$ cat src/rtl/alu_cmd_sequencer.sv
// Issue stage for a combinational ALU.
// Commands (a, b, mode) enter through a valid/ready handshake into a Depth-entry FIFO.
// The FIFO head drives the ALU operand ports. The ALU result is registered into a single
// output slot, which has its own valid/ready handshake.
//
// Parameters:
//   DataWidth  operand/result width; must match the ALU instance
//   Depth      FIFO entries; power of two, at least 2
//
// Ports:
//   clk_i, rst_ni            clock, asynchronous active-low reset
//   cmd_valid_i/cmd_ready_o  command handshake; cmd_a_i, cmd_b_i, cmd_mode_i payload
//   alu_a_o, alu_b_o,        head-of-FIFO operands to the ALU (zero when empty)
//   alu_mode_o
//   alu_result_i             combinational ALU result for the current head
//   rsp_valid_o/rsp_ready_i  response handshake; rsp_data_o, rsp_mode_o payload
//   level_o                  FIFO occupancy, 0..Depth
module alu_cmd_sequencer #(
  parameter int unsigned DataWidth = 100,
  parameter int unsigned Depth     = 4,
  localparam int unsigned PtrW     = $clog2(Depth),
  localparam int unsigned LvlW     = PtrW + 1
) (
  input  logic                 clk_i,
  input  logic                 rst_ni,
  input  logic                 cmd_valid_i,
  output logic                 cmd_ready_o,
  input  logic [DataWidth-1:0] cmd_a_i,
  input  logic [DataWidth-1:0] cmd_b_i,
  input  logic [1:0]           cmd_mode_i,
  output logic [DataWidth-1:0] alu_a_o,
  output logic [DataWidth-1:0] alu_b_o,
  output logic [1:0]           alu_mode_o,
  input  logic [DataWidth-1:0] alu_result_i,
  output logic                 rsp_valid_o,
  input  logic                 rsp_ready_i,
  output logic [DataWidth-1:0] rsp_data_o,
  output logic [1:0]           rsp_mode_o,
  output logic [LvlW-1:0]      level_o
);

  logic [DataWidth-1:0] mem_a_q    [Depth];
  logic [DataWidth-1:0] mem_b_q    [Depth];
  logic [1:0]           mem_mode_q [Depth];

  logic [PtrW-1:0]      wr_ptr_q, wr_ptr_d;
  logic [PtrW-1:0]      rd_ptr_q, rd_ptr_d;
  logic [LvlW-1:0]      level_q, level_d;
  logic                 rsp_valid_q, rsp_valid_d;
  logic [DataWidth-1:0] rsp_data_q, rsp_data_d;
  logic [1:0]           rsp_mode_q, rsp_mode_d;

  logic empty, push, issue;

  assign empty = (level_q == '0);

  // A full FIFO never accepts, even if it pops this cycle (no pass-through path).
  // Gating with rst_ni keeps ready low while reset is held.
  assign cmd_ready_o = (level_q != LvlW'(Depth)) && rst_ni;
  assign push        = cmd_valid_i && cmd_ready_o;
  assign issue       = !empty && (!rsp_valid_q || rsp_ready_i);

  // The head is only meaningful when occupied. Zeroing the operands when empty keeps the
  // ALU inputs quiet and deterministic.
  assign alu_a_o    = empty ? '0 : mem_a_q[rd_ptr_q];
  assign alu_b_o    = empty ? '0 : mem_b_q[rd_ptr_q];
  assign alu_mode_o = empty ? '0 : mem_mode_q[rd_ptr_q];

  // Storage needs no reset: reads are masked by level_q.
  always_ff @(posedge clk_i) begin
    if (push) begin
      mem_a_q[wr_ptr_q]    <= cmd_a_i;
      mem_b_q[wr_ptr_q]    <= cmd_b_i;
      mem_mode_q[wr_ptr_q] <= cmd_mode_i;
    end
  end

  always_comb begin
    wr_ptr_d    = wr_ptr_q;
    rd_ptr_d    = rd_ptr_q;
    level_d     = level_q;
    rsp_valid_d = rsp_valid_q;
    rsp_data_d  = rsp_data_q;
    rsp_mode_d  = rsp_mode_q;

    // Pointers wrap naturally because Depth is a power of two.
    if (push) begin
      wr_ptr_d = wr_ptr_q + PtrW'(1);
    end

    if (issue) begin
      rd_ptr_d    = rd_ptr_q + PtrW'(1);
      rsp_data_d  = alu_result_i;
      rsp_mode_d  = alu_mode_o;
      rsp_valid_d = 1'b1;
    end else if (rsp_ready_i) begin
      // The slot drains and nothing replaces it. The payload keeps its last value.
      rsp_valid_d = 1'b0;
    end

    case ({push, issue})
      2'b10:   level_d = level_q + LvlW'(1);
      2'b01:   level_d = level_q - LvlW'(1);
      default: level_d = level_q;
    endcase
  end

  always_ff @(posedge clk_i or negedge rst_ni) begin
    if (!rst_ni) begin
      wr_ptr_q    <= '0;
      rd_ptr_q    <= '0;
      level_q     <= '0;
      rsp_valid_q <= 1'b0;
      rsp_data_q  <= '0;
      rsp_mode_q  <= '0;
    end else begin
      wr_ptr_q    <= wr_ptr_d;
      rd_ptr_q    <= rd_ptr_d;
      level_q     <= level_d;
      rsp_valid_q <= rsp_valid_d;
      rsp_data_q  <= rsp_data_d;
      rsp_mode_q  <= rsp_mode_d;
    end
  end

  assign rsp_valid_o = rsp_valid_q;
  assign rsp_data_o  = rsp_data_q;
  assign rsp_mode_o  = rsp_mode_q;
  assign level_o     = level_q;

endmodule
$ cat config.mk
export PLATFORM = sky130hd
export DESIGN_NAME = alu_cmd_sequencer
export DESIGN_NICKNAME = d
export VERILOG_FILES = /design/src/rtl/alu_cmd_sequencer.sv
export SDC_FILE = /design/constraint.sdc
export NUM_CORES = 1
export LEC_CHECK = 0
export BUFFER_PORTS_ARGS = -buffer_cell sky130_fd_sc_hd__buf_4
export CAP_MARGIN = 20
export CORE_ASPECT_RATIO = 0.6
export CORE_MARGIN = 3
export CORE_UTILIZATION = 25
export DETAILED_ROUTE_END_ITERATION = 7
export SLEW_MARGIN = 20
export SYNTH_ARGS = -nofsm -noshare
export SYNTH_HDL_FRONTEND = slang
export SYNTH_SLANG_ARGS = --single-unit
$ cat constraint.sdc
create_clock -name clk_i -period 9.15 [get_ports clk_i]
set_clock_uncertainty 0.2 [all_clocks]
set_input_delay 0.4575 -clock clk_i [delete_from_list [all_inputs] [get_ports clk_i]]
set_output_delay 0.4575 -clock clk_i [all_outputs]
set_load 0.05 [all_outputs]
# Yosys cells after proc, flatten, opt, wreduce, memory -nomap -nowiden
# Memories as Yosys holds them, arrays and structs flattened.
# Index checks and enable logic that the tools add are counted.
[classes]
n_mux = 8
n_shift = 0
bitwise_logic = 0
reduce_logical = 9
n_lt_le_gt_ge = 0
n_mul = 0
div_mod_pow = 0
eq_ne = 3
n_addsub = 4
[ops]
columns = ["operator", "n"]
rows = [
  ["two-way mux 100 bit", 2],
  ["one-hot mux 3 bit (2 select lines)", 1],
  ["adder 2 x 1 -> 2 bit (second input constant)", 2],
  ["two-way mux 1 bit", 4],
  ["nonzero test 2 bit", 2],
  ["adder 3 x 1 -> 3 bit (second input constant)", 1],
  ["logical AND 1 bit", 3],
  ["zero test 3 bit", 1],
  ["!= test 3 bit (second input constant)", 1],
  ["subtractor 3 x 1 -> 3 bit (second input constant)", 1],
  ["== test 2 x 1 -> 1 bit (second input constant)", 1],
  ["== test 2 bit (second input constant)", 1],
  ["zero test 1 bit", 2],
  ["two-way mux 2 bit", 1],
  ["logical OR 1 bit", 1],
]
[totals]
rom_bits = 0
mem_bits_rw = 808
word_cells = 33
mem_count = 3
ff_bits = 110
input_bits = 306
latchBits = 0
[memory_table]
columns = ["name", "words", "width", "rd", "rd_clocked_by_memory_dff", "write_ports", "line_no", "source"]
rows = [
  ["mem_a_q", 4, 100, 1, 0, 1, "42", "logic [DataWidth-1:0] mem_a_q [Depth];"],
  ["mem_b_q", 4, 100, 1, 0, 1, "43", "logic [DataWidth-1:0] mem_b_q [Depth];"],
  ["mem_mode_q", 4, 2, 1, 0, 1, "44", "logic [1:0] mem_mode_q [Depth];"],
]

# Longest topological paths before layout
# Gate-level depths: netlist of the first run.
[depth]
ltp_word = 5
depth_mapped = 11
mapped_depth_nobuf = 9

# Worst setup path after synthesis of the first run
# No wires, ideal clock.
[synth_path]
path_type = "reg-to-reg"
start = "register level_q[0], in the netlist level_o[0]"
end = "memory mem_a_q[0][0], enable pin"
arrival_ps = 5730
setup_slack_ps = 2633
stages_incl_launch_ff = 3
setup_ps = 588
required_time_ps = 8362
path_cell_list = "dfrtp_1 > o311a_1 > and2_1"
[synth_via]
elab_chain_cells = 5
[synth_lines]
columns = ["item", "line_no", "source"]
rows = [
  ["start, declared", "48", "logic [LvlW-1:0] level_q, level_d;"],
  ["start signal, assigned", "119", "level_q <= level_d;"],
  ["!= test 3 bit", "59", "assign cmd_ready_o = (level_q != LvlW'(Depth)) && rst_ni;"],
  ["logical AND 1 bit", "59", ""],
  ["logical AND 1 bit", "60", "assign push = cmd_valid_i && cmd_ready_o;"],
  ["two-way mux 1 bit", "71", "if (push) begin"],
  ["two-way mux 1 bit (not written as such)", "72", "mem_a_q[wr_ptr_q] <= cmd_a_i;"],
  ["end, declared", "42", ""],
]
# Every way passes these cells.

# Final worst setup path of the first run
[layout_path]
start = "register rd_ptr_q[1]"
end = "output port alu_b_o[99]"
[layout_via]
elab_chain_cells = 2
[layout_lines]
columns = ["item", "line_no", "source"]
rows = [
  ["start, declared", "47", "logic [PtrW-1:0] rd_ptr_q, rd_ptr_d;"],
  ["start signal, assigned", "118", "rd_ptr_q <= rd_ptr_d;"],
  ["memory (4 x 100 bit)", "n/a", ""],
  ["two-way mux 100 bit", "66", "assign alu_b_o = empty ? '0 : mem_b_q[rd_ptr_q];"],
  ["end, declared", "32", "output logic [DataWidth-1:0] alu_b_o,"],
]
# Every way passes these cells.

==> impl_metrics.yaml, run 1 <==
power_and_ir_drop:
  pwr-share-seq_pct: 32.8
  ir_worst_vdd_uv: 255
  clkPwrFrac_pct: 21.7
  p_sw_share_pct: 41.0
  internal_power_uw: 9850
  p_sw_uw: 6850
  p_leak_uw: 0.0170
  pwr-share-comb_pct: 45.5
  pwr_density_cell_mw_per_mm2: 351
placement:
  routabilityCongestion: 0.733
  portBuffers: 614
  placed_cell_area_mm2: 0.0416
  hpwl_mm: 56.1
clock_network:
  cts_sinks: 918
  hold_buffers: 307
  root_buffer: "clkbuf_16"
  clock_path_buffers: 3
  htreeDepth: 3
  cts_setup_buffers: 0
  cts_buffers: 87
  cts_tree: "built"
  cts_resized: 0
  clk_pin_slew_worst_paths_ns: 0.06
  clk_latency_ns: 0.67
routing:
  wl_per_cell_um: 20.3
  viasPerCell: 4.18
  drc_errors: 0
  drt_iter0_drc: 1309
  num_vias: 18333
  drt_pass1_iterations: 4
  wl_mm: 89.3
  ant_nets: 0
timing:
  finalHoldViolCount: 0
  fmax_ghz: 0.223
  rsz0062_at_grt: "false"
  tightest_slew_ns: 1.20
  min_period_ns: 4.49
  fin_crit_sh_pct: 49.1
  maxSlewViolCount: 0
  setup_viol: 0
  setup_tns_ns: 0
  whs_ns: 0.306
  relSlewSlack_pct: 20.0
final_layout:
  final_common_cell: "edfxtp_1"
  multiInputGateArea_mm2: 0.00744
  num-fill-cells: 12937
  area_growth_pct: 36.0
  ff_latch_area_mm2: 0.0270
  drive_gt1_share_pct: 41.8
  layout_common_cells: "808 x edfxtp_1, 629 x buf_4, 307 x dlygate4sd3_1"
  final_area_mm2: 0.0476
  final_net_count: 2800
worst_setup_path:
  setup.worst_path.start_class: "register"
  endpoint: "alu_b_o[99]"
  reg2reg_depth: 4
  crit_start: "rd_ptr_q[1]"
  timing.rr.end: "mem_b_q[0][67]"
  regToRegSetupSlack_ns: 5.57
  crit_type: "register to primary output"
  endpoint_kind: "primary output"
  critical_path.max_fanout: 112
  cp.required_ns: 8.49
  timing.rr.start: "level_o[0]"
  critical_path_arrival_ns: 3.83
global_routing:
  use_met3_pct: 3.75
  track_usage_pct: 12.0
  grt_pass1_vias: 19532
  grtUsageMet2_pct: 18.1
  grt_max_degree: 113
  antenna_found_initial: 23
  grt_first_pass_wirelength_mm: 130
  grt-busiest-layer: "met2"
  grt_overflow_total: 0
  use_met1_pct: 16.7
floorplan:
  initial_core_util_pct: 25.4
  core_region_area_mm2: 0.138
  row_count: 105
  ioPinCount: 615
  die_h_um: 296
  die_w_um: 489
  die_area_mm2: 0.144
synth:
  syn_inst: 1537
  synth_cell_types: 26
  synth_warnings: 0
  synth_area_per_cell_um2: 22.7
  yosysSeqAreaShare_pct: 77.3
  syn_nets: 1849
  netlist_area_mm2: 0.0350
  synth_seq_cells: 918
outcome:
  outcome: "complete, no violations"
flow_run:
  drv_cap: 0
min_path:
  min_path_type: "register to register"
==> critical path, cell delays in order, from the launching register on <==
cell and delay [ns]:
dfrtp_4 0.83, buf_12 0.49, buf_4 0.73, mux4_2 0.34, nor2b_1 0.26, buf_4 0.26
==> state kept, by name, indices dropped and copies added (netlist names) <==
name	cells
mem_b_q	400
rsp_valid_o	1
wr_ptr_q	2
mem_mode_q	8
rd_ptr_q	2
mem_a_q	400
rsp_mode_o	2
rsp_data_o	100
level_o	3
==> Yosys cell counts, drive strengths merged <==
master	count	share of area [%]
and2	4	0.072
buf	53	1.1
clkbuf	27	0.29
dfrtp	110	7.9
edfxtp	808	69
fa	1	0.057
ha	5	0.18
inv	7	0.075
mux2	103	3.9
mux2i	1	0.029
mux4	202	13
nand2	1	0.011
nand2b	1	0.018
nand3b	1	0.021
nor2	1	0.011
nor2b	203	3.6
nor3	1	0.047
o311a	1	0.029
o31a	1	0.025
xnor2	4	0.10
xor2	2	0.050
==> power groups by stage <==
stage | combinational (uW) | sequential [uW] | clock, uW
floorplan | 4700 | 6180 | 0
global placement | 7580 | 5560 | 0
detailed placement | 7580 | 5560 | 0
CTS | 7720 | 5480 | 3750
global route | 7970 | 5540 | 3930
finish | 7600 | 5480 | 3630
==> kinds of logic (layout without fill, tap and decap cells) <==
kind of cell / Yosys count / count (layout) / share of synthesized area (%)
xor gates and xnor gates: 6 / 6 / 0.150
adders and majority gates: 6 / 6 / 0.236
other: 0 / 14 / 0
muxes: 306 / 306 / 17.0
buffers and inverters: 87 / 1105 / 1.47
AOI/OAI and AO/OA: 2 / 2 / 0.0537
DFF: 918 / 918 / 77.3
and+or+nand+nor: 212 / 212 / 3.82
==> layout make-up <==
cell class | count | share of cell area (%)
Clock buffer | 107 | 4.78
Inverter | 7 | 0.0553
Antenna cell | 14 | 0.0737
Tap cell | 1819 | 4.79
Multi-Input combinational cell | 532 | 15.6
Clock inverter | 49 | 1.19
Sequential cell | 918 | 56.8
Timing Repair Buffer | 942 | 16.6
==> through the flow <==
step / util [%] / worst slack, ns / total power (uW) / instances
2_1_floorplan: - / 2.63 / 10900 / 1537
3_3_place_gp: 30.2 / 5.17 / 13100 / 3911
3_5_place_dp: 30.2 / 5.11 / 13100 / 3911
4_1_cts: 34.5 / 4.50 / 16900 / 4374
5_1_grt: 34.5 / 4.32 / 17400 / 4381
6_report: 34.5 / 4.66 / 16700 / 4388
==> per-layer routing <==
layer / vias up / wire length (um)
met5: - / 13
met4: 2 / 2130
met3: 123 / 6610
met2: 531 / 41100
met1: 9583 / 39400
li1: 8094 / -
==> how the worst min path moves through the flow <==
stage                         startpoint             end  slack (ns)  cells after the start
after floorplan                   rst_ni      level_o[0]       -0.04                      0
after global placement            rst_ni   rsp_mode_o[1]        0.15                      1
after detailed placement          rst_ni   rsp_mode_o[1]        0.15                      1
after CTS                    cmd_a_i[58]  mem_a_q[1][58]        0.23                      2
after global routing         cmd_b_i[97]  mem_b_q[3][97]        0.27                      2
final                     rsp_data_o[69]  rsp_data_o[69]        0.31                      1
No activity file was read; power rests on OpenSTA's default activity.
==> run 2: changes to the inputs <==
==> constraint.sdc (replaced) <==
create_clock -name clk_i -period 3.9 [get_ports clk_i]
set_clock_uncertainty 0.2 [all_clocks]
set_input_delay 0.195 -clock clk_i [delete_from_list [all_inputs] [get_ports clk_i]]
set_output_delay 0.195 -clock clk_i [all_outputs]
set_load 0.05 [all_outputs]
==> run 2 against run 1 <==
  * Die area stayed put
  * Flip-flop and latch count stayed put
  * Final cell count is 2.6% higher
  * Total power is 140% higher
  * Worst hold slack worse by 0.22 ns
  * Clock power is 150% higher
  * Clock-buffer cell count is 2 lower
  * Critical path type unchanged
  * Register-to-register slack worse by 4.2 ns
  * Non-clock buffer count is 109 higher
  * Sequential share of layout area is 1.7 points lower
  * Critical path depth is 1 lower
  * Via count is 3.3% higher
==> impl_metrics.yaml, run 2 (synthesis gave the netlist of run 1 again) <==
outcome:
  outcome: "complete, no violations"
clock_network:
  cts_tree: "built"
  root_buffer: "clkbuf_16"
  cts_resized: 0
  cts_buffers: 89
  cts_sinks: 918
  clk_pin_slew_worst_paths_ns: 0.06
  clk_latency_ns: 0.67
  htreeDepth: 3
  clock_path_buffers: 3
routing:
  drt_pass1_iterations: 5
  drt_iter0_drc: 1368
  ant_nets: 0
  wl_mm: 91.2
  drc_errors: 0
  viasPerCell: 4.20
  num_vias: 18930
  wl_per_cell_um: 20.2
timing:
  finalHoldViolCount: 0
  rsz0062_at_grt: "false"
  timing.final.ws_setup_ns: 0.664
  relSlewSlack_pct: 42.2
  setup_viol: 0
  fmax_ghz: 0.309
  fin_crit_sh_pct: 83.0
  setup_tns_ns: 0
  tightest_slew_ns: 0.867
  maxSlewViolCount: 0
  min_period_ns: 3.24
final_layout:
  final_net_count: 2911
  drive_gt1_share_pct: 42.1
  num-fill-cells: 12838
  multiInputGateArea_mm2: 0.00744
  ff_latch_area_mm2: 0.0270
  layout_common_cells: "808 x edfxtp_1, 648 x buf_4, 374 x dlygate4sd3_1"
  instances_no_fill: 4504
  area_growth_pct: 40.2
  final_common_cell: "edfxtp_1"
  final_area_mm2: 0.0490
worst_setup_path:
  regToRegSetupSlack_ns: 1.38
  crit_type: "register to primary output"
  setup.worst_path.start_class: "register"
  critical_path_arrival_ns: 2.84
  cp.required_ns: 3.50
  timing.rr.end: "mem_b_q[2][96]"
  endpoint_kind: "primary output"
  timing.rr.start: "level_o[0]"
  critical_path.max_fanout: 50
  reg2reg_depth: 3
placement:
  hpwl_mm: 59.6
  placed_cell_area_mm2: 0.0422
  routabilityCongestion: 0.724
  place_inst: 3953
  portBuffers: 614
  pre_cts_slack_ns: 1.32
power_and_ir_drop:
  ir_worst_vdd_uv: 667
  pwr_density_cell_mw_per_mm2: 820
  p_leak_uw: 0.0176
global_routing:
  track_usage_pct: 12.2
  grt_first_pass_wirelength_mm: 134
  antenna_found_initial: 18
  grt_overflow_total: 0
  grt_max_degree: 104
  grt_pass1_vias: 20141
floorplan:
  initial_core_util_pct: 25.4
  die_area_mm2: 0.144
  core_region_area_mm2: 0.138
  die_w_um: 489
  die_h_um: 296
  row_count: 105
  ioPinCount: 615
flow_run:
  drv_cap: 0
min_path:
  min_path_type: "primary input to register"
  min_from: "cmd_b_i[29]"
  min_to: "mem_b_q[2][29]"
  hold_path_depth: 2
-- run 2: changes by cell type in the layout (fill, tap and decap cells not counted), moves of 3 or more --
cell and delta:
clkbuf_1 -4, buf_4 +19, inv_6 +4, clkinvlp_4 -3, bufinv_16 +4, buf_12 +23
clkinv_4 +3, dlygate4sd3_1 +67, clkinv_2 +3
-- run 2: where the power goes --
group | internal (uW) | leakage (uW) | total [uW] | switching (uW)
sequential | 12100 | 0.00861 | 12700 | 593
combinational | 6590 | 0.00756 | 18500 | 11900
clock | 5090 | 0.00147 | 8930 | 3840
total | 23800 | 0.0176 | 40200 | 16400
-- run 2: what timing repair did --
action                    4_1_cts  5_1_grt
buffers inserted                0        0
hold endpoints to repair      962        0
hold buffers                  374        0
-- run 2: how the worst max path moves through the flow --
stage                           start       endpoint  slack [ns]  cells past startpoint
after floorplan            level_o[0]  mem_a_q[0][0]       -0.35                      2
after global placement    rd_ptr_q[0]    alu_b_o[61]        1.35                      4
after detailed placement  rd_ptr_q[0]    alu_b_o[79]        1.32                      4
after CTS                 rd_ptr_q[0]    alu_b_o[61]        0.53                      4
after global routing      rd_ptr_q[0]    alu_b_o[61]        0.44                      4
final                     rd_ptr_q[0]    alu_b_o[31]        0.66                      4
-- run 2: layout make-up --
class                           instances  area share (%)
Tap cell                             1819            4.64
Clock buffer                          105            4.71
Antenna cell                           12          0.0613
Clock inverter                         60            1.45
Timing Repair Buffer                 1051            18.8
Sequential cell                       918            55.1
Multi-Input combinational cell        532            15.2
Inverter                                7          0.0536
-- run 2: critical path, cell delays in order (launching register included) --
cell     delay [ns]
dfrtp_4        0.73
buf_12         0.37
mux4_2         0.58
nor2b_1        0.16
buf_4          0.19
-- run 2: per-stage QoR --
stage / hold slack (ns) / util, % / total power [uW]
6_report: 0.0823 / 35.6 / 40200
4_1_cts: 0.000168 / 35.6 / 40800
2_1_floorplan: -0.301 / - / 25400
5_1_grt: 0.0119 / 35.6 / 41900
3_3_place_gp: 0.198 / 30.7 / 31300
3_5_place_dp: 0.199 / 30.7 / 31400
-- run 2: routing by layer --
metal	part of all wire, %	routed length [um]	global-route usage, %	vias to the layer above
li1	-	-	-	8331
met4	1.9	1700	2.87	6
met3	7.0	6380	3.66	121
met5	0.033	30	0	-
met1	45	40700	17.2	9911
met2	46	42300	18.7	561
